$ cat config.mk
export PLATFORM = sky130hd
export DESIGN_NAME = seg_scan_ctrl
export DESIGN_NICKNAME = d
export VERILOG_FILES = /design/src/rtl/seg_scan_ctrl.sv
export SDC_FILE = /design/constraint.sdc
export NUM_CORES = 1
export LEC_CHECK = 0
export ABC_AREA = 1
export CORE_MARGIN = 2
export CORE_UTILIZATION = 30
export DETAILED_ROUTE_END_ITERATION = 6
export PLACE_DENSITY = 0.47
export SYNTH_ARGS = -nofsm -noshare
export SYNTH_HDL_FRONTEND = slang
export SYNTH_SLANG_ARGS = --single-unit
$ cat constraint.sdc
create_clock -name clk -period 1.7 [get_ports clk]
set_input_delay 0.34 -clock clk [delete_from_list [all_inputs] [get_ports clk]]
set_output_delay 0.34 -clock clk [all_outputs]
set_load 0.02 [all_outputs]
$ cat src/rtl/seg_scan_ctrl.sv
// Time-multiplexed scan controller for a 4-digit, 7-segment display with one shared decoder.
// Each digit slot is BLANK dark cycles followed by DIV-BLANK lit cycles.
module seg_scan_ctrl #(
  parameter int unsigned DIV   = 1000,
  parameter int unsigned BLANK = 4
) (
  input  logic       clk,
  input  logic       rst,
  input  logic       en,
  input  logic       wr_en,
  input  logic [1:0] wr_addr,
  input  logic [3:0] wr_data,
  input  logic       wr_blank,
  output logic [3:0] dec_data,
  output logic [3:0] digit_en,
  output logic [1:0] scan_idx,
  output logic       frame_tick
);

  typedef enum logic [1:0] {
    S_OFF,
    S_BLANK,
    S_SHOW
  } state_t;

  typedef struct packed {
    logic       blank;
    logic [3:0] code;
  } entry_t;

  localparam logic [15:0] BLANK_LAST = 16'(BLANK - 1);
  localparam logic [15:0] SHOW_LAST  = 16'(DIV - BLANK - 1);

  state_t      state;
  logic [15:0] cnt;
  entry_t      buffer [4];

  // NOTE: the digit buffer is reset on purpose -- every digit must come up
  // suppressed, and it is only four entries, so it stays in flops.
  always_ff @(posedge clk) begin
    if (rst) begin
      for (int i = 0; i < 4; i++) buffer[i] <= '{blank: 1'b1, code: 4'd0};
    end else if (wr_en) begin
      buffer[wr_addr] <= '{blank: wr_blank, code: wr_data};
    end
  end

  // NOTE: sequential state uses non-blocking assignments only, so every
  // register samples the pre-edge values of the others.
  always_ff @(posedge clk) begin
    if (rst || !en) begin
      state      <= S_OFF;
      cnt        <= '0;
      scan_idx   <= '0;
      frame_tick <= 1'b0;
    end else begin
      frame_tick <= 1'b0;
      case (state)
        S_OFF: begin
          state <= S_BLANK;
          cnt   <= '0;
        end
        S_BLANK: begin
          if (cnt == BLANK_LAST) begin
            state <= S_SHOW;
            cnt   <= '0;
          end else begin
            cnt <= cnt + 16'd1;
          end
        end
        S_SHOW: begin
          if (cnt == SHOW_LAST) begin
            state      <= S_BLANK;
            cnt        <= '0;
            scan_idx   <= scan_idx + 2'd1;
            frame_tick <= (scan_idx == 2'd3);
          end else begin
            cnt <= cnt + 16'd1;
          end
        end
        default: begin
          state <= S_OFF;
          cnt   <= '0;
        end
      endcase
    end
  end

  // Decoded straight from registered state so a buffer write shows up on the very next cycle.
  assign dec_data = buffer[scan_idx].code;

  // NOTE: default assignment first keeps this block free of inferred latches.
  always_comb begin
    digit_en = 4'b0000;
    if (state == S_SHOW && !buffer[scan_idx].blank) digit_en = 4'b0001 << scan_idx;
  end

endmodule

==> results.py <==
metrics = {
    "layout": {
        "drive_gt1_frac": 0.197,
        "fillers": 686,
        "regArea_um2": 1060,
        "syn2layout_area_growth_pct": 26.2,
        "antenna_cells": 0,
        "layout.nets": 314,
        "multiInputGateArea_um2": 931,
    },
    "floorplan": {
        "num_io_pins": 22,
        "dieHeight_um": 87.7,
        "chipWidth_um": 87.7,
        "start_util": 0.309,
        "core_area_um2": 6790,
        "rows": 30,
        "die-area_um2": 7680,
    },
    "synthesis": {
        "ys_seq_area_frac": 0.505,
        "yosysUniqueCellTypes": 25,
        "synth_top_family_by_area": "simple AND/OR/NAND/NOR gates",
        "synth_simple_gate_area_frac": 0.253,
        "synthXorXnorAreaFrac": 0.0542,
        "avgSynthCellArea_um2": 8.43,
        "synth.area.mux_share": 0,
        "synth_seq_cells": 43,
        "synth_area_um2": 2100,
        "syn_nets": 269,
        "synth_adder_area_share": 0.0536,
        "netlist_instances": 249,
        "synth_compound_area_frac": 0.0638,
        "ys_warn_count": 0,
    },
    "timing": {
        "rsz0062_at_grt": "true",
        "final.setup_skew_ps": 5.69,
        "finalHoldViolCount": 0,
        "slew_headroom": 0.835,
        "period_share": 0.974,
        "tns_ps": 0,
        "max_freq_mhz": 604,
        "finalSetupViolations": 0,
        "finalCriticalPeriod_ps": 1660,
        "tightestPinTransition_ps": 247,
        "slew_viol_final": 0,
    },
    "global_route": {
        "grt-ovfl-total": 0,
        "grt_start_max_net_pins": 17,
        "track_usage": 0.126,
        "grt_pass1_wl_um": 7470,
        "antenna_found_initial": 0,
        "grt_pass1_vias": 1629,
    },
    "min_path": {
        "worstHoldPathCells": 1,
        "hold_end": "cnt[0]",
        "worstHoldPathType": "register to register",
        "hold_start": "cnt[0]",
    },
    "routing": {
        "vias": 1650,
        "vias_per_cell": 4.22,
        "drcViolationCount": 0,
        "drt_wl_total_um": 4390,
        "drtAntennaViolNets": 0,
        "dr.pass1.iters": 4,
        "wl_per_cell_um": 11.2,
        "drt_iter0_drc": 54,
    },
    "power": {
        "switchingPower_w": 0.000463,
        "p_leak_nw": 1.07,
        "power_w": 0.00194,
        "p_per_area_nw_per_um2": 733,
        "power_frac_seq": 0.585,
        "pwr-share-clk": 0.333,
        "combPwrFrac": 0.082,
        "vdd_drop_max_mv": 0.323,
        "switching_share": 0.238,
        "p_int_w": 0.00148,
    },
    "cts": {
        "numClockSinks": 43,
        "post_cts_buffers": 0,
        "cts_tree": "done",
        "clk_path_buf_depth": 2,
        "path_clk_slew_ps": 90,
        "insertion_delay_ps": 290,
        "htree_levels": 2,
        "postCtsHoldBufs": 0,
        "numCtsBuffers": 5,
        "cts_root_buf": "clkbuf_8",
    },
    "critical_path": {
        "crit_family": "flip-flops",
        "crit_path_start_kind": "register",
        "timing.rr.start": "cnt[0]",
        "worst_setup_path_end_kind": "primary output",
        "max_stage_delay_ps": 430,
        "criticalPathCategory": "register to primary output",
        "cp_slowest_cell": "edfxtp_1",
        "cp_num_buf_inv": 1,
        "critPathMaxFanout": 4,
        "reg2reg_slack_ps": 250,
        "worstPathArrival_ps": 1320,
        "required_ps": 1360,
        "cp_cell_sequence": "nor2_2 > o221ai_4 > nor2_1 > buf_2",
        "worstRegToRegCells": 7,
    },
    "place": {
        "portBuffers": 21,
        "dp_hpwl_um": 3390,
        "gp_congestion": 0.782,
    },
    "run_status": {
        "status": "completed",
    },
    "job": {
        "maxCapViolCount": 0,
    },
}
==> stage by stage <==
step | setup WS (ps) | utilization | cells | cell area, um2 | hold WS, ps
floorplan | 234 | - | 249 | 2100 | 417
global placement | -217 | 0.376 | 383 | 2550 | 431
detailed placement | -241 | 0.376 | 383 | 2550 | 443
CTS | 10.0 | 0.384 | 391 | 2610 | 455
global route | -50.0 | 0.390 | 391 | 2650 | 501
finish | 43.6 | 0.390 | 391 | 2650 | 452
==> synthesized netlist by cell type (all sizes together) <==
master,number,share of area
edfxtp,20,0.29
xor2,10,0.042
o221ai,1,0.0042
buf,1,0.0071
clkbuf,1,0.0018
o31ai,1,0.0036
nand4,2,0.0060
nand2,38,0.073
xnor2,3,0.013
o21ai,12,0.029
nor2,68,0.13
o21bai,1,0.0036
inv,33,0.059
o22ai,4,0.012
nand3,8,0.025
nor3,8,0.024
a21oi,5,0.012
dfxtp,23,0.22
clkinv,1,0.0018
ha,9,0.054
==> final cells by class <==
cell class / count / area share
multi-input cells: 170 / 0.351
inverters: 34 / 0.0482
well taps: 96 / 0.0453
repair buffers: 40 / 0.120
clock inverters: 3 / 0.00755
clock buffers: 5 / 0.0260
flip-flops and latches: 43 / 0.401
==> power by group through the flow <==
| stage | clock (W) | sequential [W] | combinational [W] |
|---|---|---|---|
| 5_1_grt | 0.000713 | 0.00114 | 0.000178 |
| 3_5_place_dp | 0 | 0.00116 | 0.000163 |
| 4_1_cts | 0.000678 | 0.00114 | 0.000157 |
| 3_3_place_gp | 0 | 0.00116 | 0.000162 |
| 2_1_floorplan | 0 | 0.00115 | 0.0000784 |
| 6_report | 0.000646 | 0.00114 | 0.000159 |
==> routing by layer <==
layer / up-vias / GRT usage / wire [um]
li1: 877 / - / -
met3: 2 / 0.0302 / 123
met1: 754 / 0.162 / 2140
met5: - / 0 / 0
met2: 17 / 0.212 / 2100
met4: 0 / 0.0336 / 17
==> cells by family (layout without fill, tap and decap cells) <==
family / Yosys count / count (layout)
AOI/OAI and AO/OA: 24 / 24
adders and majority gates: 9 / 9
DFF: 43 / 43
and+or+nand+nor: 124 / 124
buffers and inverters: 36 / 82
xor gates and xnor gates: 13 / 13
==> worst max path at each step <==
stage | cells past startpoint | slack, ps | start | to
floorplan | 4 | 230 | register | digit_en[0]
global placement | 5 | -220 | register | digit_en[3]
detailed placement | 9 | -240 | wr_en | buffer[0][0]
CTS | 1 | 10 | scan_idx[1] | scan_idx[1]
global route | 4 | -50 | buffer[0][4] | digit_en[3]
finish | 4 | 40 | buffer[1][4] | digit_en[2]
==> flip-flops by register name (all words and copies together), names as in the netlist, named ones only <==
signal,count
buffer,20
cnt,16
scan_idx,2
state,2
frame_tick,1
==> timing repair <==
item	CTS	global route
pin swaps	0	2
endpoints found under the setup margin	9	19
resized for setup	41	15
==> cells in the final DEF, fill, tap and decap left out, drive strengths merged, types with 2 or more instances in the layout <==
cell type      count
nor2              68
nand2             38
inv               34
buf               27
dfxtp             23
edfxtp            20
o21ai             12
clkdlybuf4s50     11
xor2              10
ha                 9
nand3              8
nor3               8
a21oi              5
clkbuf             5
o22ai              4
xnor2              3
nand4              2
clkinvlp           2
Note: power is estimated with default switching activity, not from simulation.
